## config.mk

```make
export PLATFORM = sky130hd
export DESIGN_NAME = dac_segment_ctrl
export DESIGN_NICKNAME = d
export VERILOG_FILES = /design/src/rtl/dac_segment_ctrl_pkg.sv /design/src/rtl/dwa_rotator.sv /design/src/rtl/dac_segment_ctrl.sv
export SDC_FILE = /design/constraint.sdc
export NUM_CORES = 1
export LEC_CHECK = 0
export CAP_MARGIN = 20
export CORE_AREA = 4 4 111 103
export CTS_BUF_LIST = sky130_fd_sc_hd__clkbuf_8
export DETAILED_ROUTE_END_ITERATION = 10
export DIE_AREA = 0 0 115 107
export HOLD_SLACK_MARGIN = 0.02
export PLACE_DENSITY = 0.75
export REMOVE_ABC_BUFFERS = 1
export SETUP_SLACK_MARGIN = 0.5
export SLEW_MARGIN = 10
export SYNTH_ARGS = -nofsm -noshare
export SYNTH_HDL_FRONTEND = slang
export SYNTH_SLANG_ARGS = --single-unit
```

## constraint.sdc

```tcl
create_clock -name clk -period 5.8 [get_ports clk]
set_clock_uncertainty 0.15 [all_clocks]
set_input_delay 1.45 -clock clk [delete_from_list [all_inputs] [get_ports clk]]
set_output_delay 1.45 -clock clk [all_outputs]
set_load 0.02 [all_outputs]
```

## src/rtl/dac_segment_ctrl_pkg.sv

```systemverilog
`default_nettype none
// ============================================================================
// Module      : dac_segment_ctrl_pkg
// Description : Shared types and constants for the segmented DAC controller:
//               power FSM states, unit counts and the full-scale code.
// Revision    : 1.0 - initial release
// ============================================================================
package dac_segment_ctrl_pkg;

    // Array geometry: 17 thermometer units of 64 LSB plus a 6-bit binary part
    localparam int NUM_THERM = 17;
    localparam int NUM_BIN   = 6;

    // Largest representable code: 17 * 64 + 63
    localparam int CODE_MAX  = 1151;

    // Width of a thermometer unit count (0..17) and of the DWA pointer (0..16)
    localparam int SEL_W     = 5;

    typedef enum logic [1:0] {
        ST_OFF    = 2'd0,
        ST_SETTLE = 2'd1,
        ST_ACTIVE = 2'd2
    } state_t;

endpackage
`default_nettype wire

```

## src/rtl/dwa_rotator.sv

```systemverilog
`default_nettype none
// ============================================================================
// Module      : dwa_rotator
// Description : Builds the thermometer enable mask of n consecutive units
//               starting at ptr (wrapping modulo NUM_THERM), and the pointer
//               value that follows this selection.
// Revision    : 1.0 - initial release
// ============================================================================
module dwa_rotator
    import dac_segment_ctrl_pkg::*;
(
    input  logic [SEL_W-1:0]     n,
    input  logic [SEL_W-1:0]     ptr,
    output logic [NUM_THERM-1:0] mask,
    output logic [SEL_W-1:0]     ptr_next
);

    localparam logic [SEL_W:0] NT = (SEL_W+1)'(NUM_THERM);

    logic [SEL_W:0] ptr_x;
    logic [SEL_W:0] n_x;
    logic [SEL_W:0] sum;

    assign ptr_x = {1'b0, ptr};
    assign n_x   = {1'b0, n};
    assign sum   = ptr_x + n_x;

    // n = 0 and n = NUM_THERM both leave the pointer where it was
    assign ptr_next = (sum >= NT) ? SEL_W'(sum - NT) : sum[SEL_W-1:0];

    // Each unit is on when its distance ahead of the pointer is below n
    generate
        for (genvar i = 0; i < NUM_THERM; i++) begin : g_unit
            localparam logic [SEL_W:0] IDX = (SEL_W+1)'(i);
            logic [SEL_W:0] offset;
            assign offset  = (IDX >= ptr_x) ? (IDX - ptr_x) : (IDX + NT - ptr_x);
            assign mask[i] = (offset < n_x);
        end
    endgenerate

endmodule
`default_nettype wire

```

## src/rtl/dac_segment_ctrl.sv

```systemverilog
`default_nettype none
// ============================================================================
// Module      : dac_segment_ctrl
// Description : Power sequencing and segment decoding for a segmented current
//               steering DAC: OFF/SETTLE/ACTIVE power FSM, code saturation,
//               thermometer decoding with optional DWA rotation, binary and
//               redundant-LSB switch steering, analog testbus select.
// Revision    : 1.0 - initial release
// ============================================================================
module dac_segment_ctrl
    import dac_segment_ctrl_pkg::*;
#(
    parameter int SETTLE_CYC = 16,
    parameter int CODE_W     = 11
)(
    input  logic                 clk,
    input  logic                 rst,
    input  logic                 en,
    input  logic                 dem_en,
    input  logic                 red_sel,
    input  logic [1:0]           atb_sel,
    input  logic                 code_valid,
    input  logic [CODE_W-1:0]    code,
    output logic                 code_ready,
    output logic                 pdb,
    output logic [1:0]           atb_ena,
    output logic [NUM_THERM-1:0] therm_sw,
    output logic [NUM_BIN-1:0]   bin_sw,
    output logic                 bin0_red_sw,
    output logic                 sat,
    output logic                 active
);

    localparam int CNT_W = ($clog2(SETTLE_CYC) < 1) ? 1 : $clog2(SETTLE_CYC);
    localparam logic [CNT_W-1:0] CNT_LAST = CNT_W'(SETTLE_CYC - 1);

    state_t                 state;
    state_t                 state_next;
    logic [CNT_W-1:0]       settle_cnt;
    logic [SEL_W-1:0]       ptr;
    logic [SEL_W-1:0]       ptr_use;
    logic [SEL_W-1:0]       ptr_next;
    logic [NUM_THERM-1:0]   mask;
    logic                   accept;
    logic                   code_over;
    logic [CODE_W-1:0]      code_clip;
    logic [SEL_W-1:0]       n_units;
    logic [NUM_BIN-1:0]     b_bits;

    // Saturate the code and split it into thermometer count and binary part
    assign code_over = (code > CODE_W'(CODE_MAX));
    assign code_clip = code_over ? CODE_W'(CODE_MAX) : code;
    assign n_units   = code_clip[10:6];
    assign b_bits    = code_clip[5:0];

    // A falling en in the same cycle discards the code
    assign accept  = code_valid & code_ready & en;
    assign ptr_use = dem_en ? ptr : '0;

    dwa_rotator u_dwa_rotator (
        .n        (n_units),
        .ptr      (ptr_use),
        .mask     (mask),
        .ptr_next (ptr_next)
    );

    // Power FSM state register
    always_ff @(posedge clk) begin
        if (rst) state <= ST_OFF;
        else     state <= state_next;
    end

    // Power FSM next state and state-decoded outputs
    always_comb begin
        state_next = state;
        pdb        = 1'b0;
        active     = 1'b0;
        code_ready = 1'b0;
        case (state)
            ST_OFF: begin
                if (en) state_next = ST_SETTLE;
            end
            ST_SETTLE: begin
                pdb = 1'b1;
                if (!en)                         state_next = ST_OFF;
                else if (settle_cnt == CNT_LAST) state_next = ST_ACTIVE;
            end
            ST_ACTIVE: begin
                pdb        = 1'b1;
                active     = 1'b1;
                code_ready = 1'b1;
                if (!en) state_next = ST_OFF;
            end
            default: state_next = ST_OFF;
        endcase
    end

    // Settle counter runs only while staying in SETTLE, so each entry starts at 0
    always_ff @(posedge clk) begin
        if (rst)
            settle_cnt <= '0;
        else if (state == ST_SETTLE && state_next == ST_SETTLE)
            settle_cnt <= settle_cnt + 1'b1;
        else
            settle_cnt <= '0;
    end

    // Switch, testbus and pointer registers; entering OFF clears them together with pdb
    always_ff @(posedge clk) begin
        if (rst || state_next == ST_OFF) begin
            atb_ena     <= 2'b00;
            therm_sw    <= '0;
            bin_sw      <= '0;
            bin0_red_sw <= 1'b0;
            sat         <= 1'b0;
            ptr         <= '0;
        end else begin
            atb_ena <= atb_sel;
            if (accept) begin
                therm_sw    <= mask;
                bin_sw      <= {b_bits[NUM_BIN-1:1], b_bits[0] & ~red_sel};
                bin0_red_sw <= b_bits[0] & red_sel;
                sat         <= code_over;
                ptr         <= dem_en ? ptr_next : '0;
            end
        end
    end

endmodule
`default_nettype wire

```

==> flow_results.org, run 1 <==
** Floorplan
- Once the floorplan was initialized, standard cells occupied 54.5% of the core.
- Number of placed I/O pins :: 49
- After floorplanning, the core was divided into 35 placement rows.
- Die Height :: 107 um
- The die covers 0.0123 mm^2.
- CORE AREA :: 0.0102 mm^2
- Horizontal die dimension :: 115 um

** CTS
- The root buffer cell chosen for the clock tree is sky130_fd_sc_hd__clkbuf_8.
- Clock tree from TritonCTS :: done
- After clock tree synthesis, the setup repair step added 0 buffers.
- Clk buf depth :: 2
- Sink Count :: 38
- The H-tree was split into 2 levels.
- Clock-pin transition on the worst setup and hold timing paths :: 0.08 ns
- The later pin in the worst-skew pair is clocked with a latency of 0.32 ns.
- The number of clock buffers added by TritonCTS is 5.

** Drt
- Via count :: 5887
- For this run, design rule violations remaining after detail routing come to 0.
- Vias per std cell :: 6.49
- Count of antenna-violating nets left after detailed routing :: 0
- Summed over all layers, the routed wires come to 19300 um.
- In the final routed layout, each cell accounts on average for 21.3 um.
- For this run, the detailed router's first-pass iteration total came to 5.
- After the first detailed-routing iteration, the DRC count stood at 512.

** Cells and area
- After filler insertion, the fill cell instance count of the layout stands at 968.
- Most common cell after layout, fill and taps aside :: sky130_fd_sc_hd__ha_1
- The multi-input combinational cells in the finished layout cover a total of 0.00444 mm^2.
- Leaving out filler cells and counting taps, the final layout contains 907.
- Inserted Diodes :: 0
- Cells fill 62.4% of the core in the end.
- The library cells used most frequently in the layout, excluding fill and tap cells, are sky130_fd_sc_hd__ha_1 (85), sky130_fd_sc_hd__nand2_1 (77), sky130_fd_sc_hd__a21oi_1 (67), sky130_fd_sc_hd__o21ai_0 (48), sky130_fd_sc_hd__clkdlybuf4s50_1 (47).
- Registers take 761 um^2.
- Compared with the post-synthesis result, the final layout area differs by 14.4%.
- Of the cells placed in the final design, the portion with a size suffix greater than 1 is 10.3%.
- Final net count :: 883

** STA
- After layout, the worst path uses 82.6% of the clock period.
- In the final timing run, aggregate negative setup slack is 0 ns.
- Number of failing setup endpoints in the final timing report :: 0
- Final Max Slew Viols :: 0
- Max Clock Freq :: 0.209 GHz
- The number of endpoints with negative hold slack in the final report came to 0.
- Setup repair after global routing left no endpoint under its margin.
- Tightest slew margin relative to the limit :: 48.7%
- Hold Slack :: 0.304 ns
- At the pin with the least slew margin, the transition time is 0.765 ns.
- Clock period minus worst slack :: 4.79 ns

** Min path
- In this run the most critical hold path is launched from therm_sw[6].
- The worst hold path passes through 2 cells.
- The path with the worst hold slack has its endpoint at therm_sw[6].
- The min-delay analysis places its worst path in the category reg -> reg.

** Place
- Total placed cells including tap cells :: 900
- The congestion estimate from routability-driven global placement came to 0.975.
- Detailed placement ended at an HPWL of 14100 um.
- Port Buffers :: 48

** Critical path
- Crit Path Max Fanout :: 10
- Worst path required time :: 5.90 ns
- Crit end category :: flip-flop
- Setup slack on the worst reg-to-reg path comes out at 1.89 ns.
- Delay of the slowest cell on the worst path :: 0.56 ns
- Arrival time reported for the critical path endpoint :: 4.89 ns
- The signal on the critical path passes through clkdlybuf4s50_1, o31a_1, nor2_1, inv_1, ha_1, inv_1, fa_1, ha_1, nand3b_1, o22ai_2, a22oi_2, or4_1, nand3_1.
- The slowest stage of the critical path is the sky130_fd_sc_hd__clkdlybuf4s50_1 cell.
- The worst setup path is of the in -> reg kind.
- Launching element type of the critical path :: input port
- Worst Reg-to-Reg Cells :: 12
- The endpoint identified for the worst register-to-register timing path is therm_sw[7].
- The startpoint identified for the worst register-to-register timing path is ptr[4].

** Logic synthesis
- Top_reg_cell synth :: sky130_fd_sc_hd__dfxtp_1
- Count of distinct cell types in the synthesized netlist :: 83
- Counting flops with a built-in enable in the synthesized netlist gives 0.
- Synth Area per Inst :: 7.57 um^2
- Warnings from Yosys :: 0
- Of the synthesized area, sequential elements account for 13.7%.
- Syn Std Cell Area :: 0.00554 mm^2
- Counting flops with an async set or reset pin after synthesis yields a share of 0%.
- Number of synthesized register bits :: 38
- Synthesis handed over a netlist of 731 instances.

** Global route
- Global-route wire length before repair :: 31000 um
- Global routing used 31.8% of the available tracks across all layers.
- Entering global routing, the biggest net connects 23 pins.
- Vias in the first global route :: 5758
- Grt total ovfl :: 0
- Number of antenna violations at the first check in global routing :: 0

** Power
- For this design the static power due to leakage is 2.48 nW.
- For this design the ratio of total power to cell area is 90.8 mW/mm^2.
- PnR Total Power :: 0.000575 W
- IR Drop Worst-Case VDD :: 0.0905 mV

** Flow run
- Maximum capacitance violations :: 0

** Status
- The run finished with clean final reports.
[cell type report]
| type | count | area share (%) |
|---|---|---|
| clock buffer | 5 | 1.09 |
| clock inverter | 2 | 0.158 |
| inverter | 25 | 1.48 |
| multi-input combinational | 618 | 70.1 |
| sequential | 38 | 12.0 |
| tap | 129 | 2.55 |
| timing repair buffer | 90 | 12.6 |
[cells by family (layout without fill, tap and decap cells)]
kind of cell / count (synthesis) / in the layout / synth area share (%)
xor+xnor: 49 / 49 / 7.89
simple gates: 215 / 215 / 18.1
compound gates: 243 / 243 / 30.0
buf+inv: 75 / 122 / 6.01
mux: 16 / 16 / 3.03
fa+ha+maj: 95 / 95 / 21.2
flops: 38 / 38 / 13.7
[registers in the layout, indices dropped and copies added, names as in the netlist]
signal,flops
therm_sw,17
bin_sw,6
ptr,5
settle_cnt,4
atb_ena,2
state,2
bin0_red_sw,1
sat,1
[report_power, final]
part / total, W / switching (W) / internal (W)
Sequential: 0.000264 / 0.00000163 / 0.000263
Combinational: 0.000120 / 0.0000718 / 0.0000486
Clock: 0.000191 / 0.000110 / 0.0000810
[synth_stat cells, drive strengths merged (5+ instances only)]
cell | number | share of area [%]
a2111oi | 5 | 0.90
a211oi | 8 | 1.2
a21o | 9 | 1.2
a21oi | 70 | 6.7
a22o | 6 | 0.95
a311oi | 14 | 2.5
a31oi | 12 | 2.1
and3 | 5 | 0.56
buf | 29 | 2.9
clkbuf | 21 | 1.4
dfxtp | 38 | 14
ha | 85 | 19
inv | 24 | 1.6
maj3 | 9 | 1.6
mux2 | 6 | 1.2
mux2i | 10 | 1.8
nand2 | 81 | 5.8
nand2b | 10 | 1.1
nand3 | 14 | 1.3
nand4 | 5 | 0.56
nor2 | 47 | 3.2
nor2b | 12 | 1.4
nor3 | 26 | 2.4
o211ai | 5 | 0.68
o21a | 6 | 0.81
o21ai | 64 | 5.8
o22ai | 6 | 0.79
xnor2 | 45 | 7.3
[repair_timing]
| item | in CTS | in global routing |
|---|---|---|
| resized for setup | 0 | 1 |
| setup endpoints to repair | 0 | 9 |
| hold buffers | 0 | 0 |
[per-stage QoR]
stage / area (um^2) / setup WS, ns
2_1_floorplan: 5300 / 1.02
3_3_place_gp: 6250 / 0.436
3_5_place_dp: 6250 / 0.340
4_1_cts: 6330 / 0.667
5_1_grt: 6340 / 0.745
6_report: 6340 / 1.01
[routing by layer]
layer  GRT usage (%)  vias up  routed length, um
met4            11.1        0                491
met5               0        -                  0
li1                -     2773                  -
met2            47.9      281               8420
met1            44.9     2784               8740
met3            5.98       49               1700
[worst max-delay path, delay by kind of cell]
family,cells,cell delay [ns]
AND/OR/NAND/NOR,4,0.75
AO/OA/AOI/OAI,3,0.79
adder cells (fa/ha/maj),3,1.04
buffers and inverters,3,0.85
[how the worst max path moves through the flow]
| stage | startpoint | endpoint |
|---|---|---|
| 5_1_grt | dem_en | therm_sw[2] |
| 3_3_place_gp | dem_en | therm_sw[14] |
| 2_1_floorplan | dem_en | therm_sw[2] |
| 4_1_cts | dem_en | therm_sw[14] |
| 3_5_place_dp | dem_en | therm_sw[14] |
| 6_report | code[10] | ptr[1] |
(Power assumes the default switching activity.)
==> run 2: changes to the inputs <==
Clock period 5.8 ns to 4.9 ns, I/O delays scaled along.
==> flow_results.org, run 2 (same netlist as run 1, synthesis figures left out) <==
** STA
- Tightest slew margin relative to the limit :: 42.7% (-5.9 points)
- The number of setup violations in the final report came to 0 (unchanged).
- Portion of the clock cycle consumed by the worst path in the final layout :: 88.4%
- Setup repair after global routing could not meet its margin everywhere.
- Clock period minus worst slack :: 4.33 ns
- The final total negative setup slack came to 0 ns (unchanged).
- Final Max Slew Viols :: 0 (unchanged)
- The actual transition at the worst max-transition pin was 0.857 ns (+0.0918 ns).
- Max Clock Freq :: 0.231 GHz
- The number of endpoints with negative hold slack in the final report was 0 (unchanged).

** Cells and area
- The share of layout cells above drive strength 1 is 14.9% (+4.7 points).
- The total of fill cells in the finished design came to 901 (-6.9%).
- Largest registers :: therm_sw x17, bin_sw x6, ptr x5
- The number of nets at the end of the flow came to 907 (+2.7%).
- The number of diodes added for antenna fixing came to 0 (unchanged).
- The end-of-flow core utilization came to 65.6% (+3.3 points).
- Most common cell after layout, fill and taps aside :: sky130_fd_sc_hd__ha_1
- Ranked by flip-flop count, first place goes to therm_sw.
- In the layout the commonest cells are sky130_fd_sc_hd__ha_1 (79), sky130_fd_sc_hd__nand2_1 (75), sky130_fd_sc_hd__a21oi_1 (65), sky130_fd_sc_hd__buf_4 (65).
- Flip-flop count of the largest register after layout :: 17 (unchanged)
- Area overhead of the layout relative to synthesis :: 20.4%

** Power
- IR Drop Worst-Case VDD :: 0.113 mV (+25%)
- The total power per unit cell area came to 123 mW/mm^2 (+36%).
- The reported leakage power came to 2.62 nW (+5.9%).

** Floorplan
- The number of top-level pins is 49 (unchanged).
- The area enclosed by the die boundary came to 0.0123 mm^2 (unchanged).
- The row count is 35 (unchanged).
- CORE AREA :: 0.0102 mm^2 (unchanged)
- Horizontal die dimension :: 115 um (unchanged)
- The initial standard-cell utilization of the core came to 54.5% (unchanged).
- Die Height :: 107 um (unchanged)

** CTS
- TritonCTS built the clock tree.
- The CTS H-tree depth is 2 (unchanged).
- The buffer levels on the longest clock path is 2 (unchanged).
- The tree is rooted in a sky130_fd_sc_hd__clkbuf_8.
- Hold-fix buffers, CTS :: 0 (unchanged)
- The TritonCTS buffer count was 5 (unchanged).
- Sink Count :: 38 (unchanged)
- The insertion delay to the later sink of the worst-skew pair was 0.32 ns (about the same).
- The clock edge transition at the registers on the reported setup and hold paths is 0.08 ns (about the same).

** Place
- Global placer's final weighted congestion :: 1.06 (+9.0%)
- The post-DP HPWL came to 14500 um (+3.0%).
- The number of buffers added on ports was 48 (unchanged).

** Critical path
- Launching element type of the critical path :: input port
- The register-to-register setup slack was 1.29 ns (-0.60 ns).
- The required time of the critical path came to 4.97 ns (-0.93 ns).
- Category of the most critical setup path :: in -> reg
- Crit Path Max Fanout :: 19 (+9)
- The data arrival time of the critical path came to 4.40 ns (-0.49 ns).
- Crit end category :: flip-flop

** Drt
- The total number of vias was 6095 (+3.5%).
- Drt wl/cell :: 21.2 um (-0.60%)
- The detailed-route DRC error count is 0 (unchanged).
- The aggregate routed wire length is 19800 um (+2.1%).
- The violation count after the first detailed-route iteration was 664 (+30%).
- The detailed-router iteration count before antenna repair is 5 (unchanged).
- The via count normalized by instance count is 6.54 (+0.76%).
- Count of antenna-violating nets left after detailed routing :: 0 (unchanged)

** Status
- Result of the run :: complete, no violations

** Global route
- Overall fraction of global-route tracks in use :: 32.0% (+0.19 points)
- The via count of the first global-routing pass came to 6022 (+4.6%).
- Pin count of the biggest net entering global routing :: 23 (unchanged)
- The initial antenna violation count is 0 (unchanged).
- The overall overflow remaining after global route is 0 (unchanged).
- The wire length of the first global-routing pass came to 31200 um (+0.69%).

** Min path
- The tightest min-delay check is of the reg -> reg type.

** Flow run
- The count of maximum capacitance violations is 0 (unchanged).
[run 2: power breakdown]
part	switching [W]	total (W)	internal, W
Sequential	0.00000179	0.000313	0.000311
Combinational	0.0000874	0.000148	0.0000608
Clock	0.000142	0.000360	0.000218
Total	0.000231	0.000820	0.000589
[run 2: cell type report]
cell class,instances,area [um^2],area share [%]
Inverter,25,93.8,1.41
Clock buffer,6,82.6,1.24
Sequential cell,38,761,11.4
Clock inverter,2,60.1,0.901
Multi-Input combinational cell,618,4520,67.8
Tap cell,129,161,2.42
Timing Repair Buffer,114,988,14.8
[run 2: final timing paths]
path,cells past startpoint,to,startpoint
setup / recovery,14,therm_sw[16],dem_en
hold reg to reg,2,bin0_red_sw,bin0_red_sw
setup reg to reg,12,therm_sw[16],ptr[0]
hold / removal,2,bin0_red_sw,bin0_red_sw
[run 2: critical path, cell delays in order]
cell and delay (ns):
sky130_fd_sc_hd__clkdlybuf4s50_1 0.51, sky130_fd_sc_hd__buf_12 0.18, sky130_fd_sc_hd__nand2_2 0.16, sky130_fd_sc_hd__ha_1 0.30
sky130_fd_sc_hd__and2_1 0.17, sky130_fd_sc_hd__ha_1 0.27, sky130_fd_sc_hd__nor2_4 0.20, sky130_fd_sc_hd__nand2_1 0.08
sky130_fd_sc_hd__o21ai_0 0.12, sky130_fd_sc_hd__ha_1 0.29, sky130_fd_sc_hd__a21oi_1 0.13, sky130_fd_sc_hd__o21ai_0 0.12
sky130_fd_sc_hd__maj3_1 0.37, sky130_fd_sc_hd__a311oi_1 0.28
[run 2: stage by stage]
| step | area [um^2] | cells | setup WS (ns) | hold slack, ns | total power, W |
|---|---|---|---|---|---|
| floorplan | 5300 | 681 | 0.348 | 0.268 | 0.000400 |
| global placement | 6380 | 915 | 0.244 | 0.277 | 0.000457 |
| detailed placement | 6380 | 915 | 0.124 | 0.292 | 0.000464 |
| CTS | 6540 | 925 | 0.500 | 0.307 | 0.000825 |
| global route | 6670 | 932 | 0.431 | 0.328 | 0.000856 |
| finish | 6670 | 932 | 0.566 | 0.302 | 0.000820 |
[run 2: layer usage]
metal / part of all wire, % / GRT usage (%) / vias up
met2: 44 / 47.2 / 354
li1: - / - / 2825
met1: 42 / 43.6 / 2854
met3: 11 / 7.17 / 62
met5: 0 / 0 / -
met4: 3.7 / 15.2 / 0
[run 2: repair_timing]
item / CTS / global route
setup buffers: 2 / 7
gates resized for setup: 1 / 18
cloned: 0 / 0
endpoints found under the setup margin: 2 / 18
pin swaps: 1 / 3
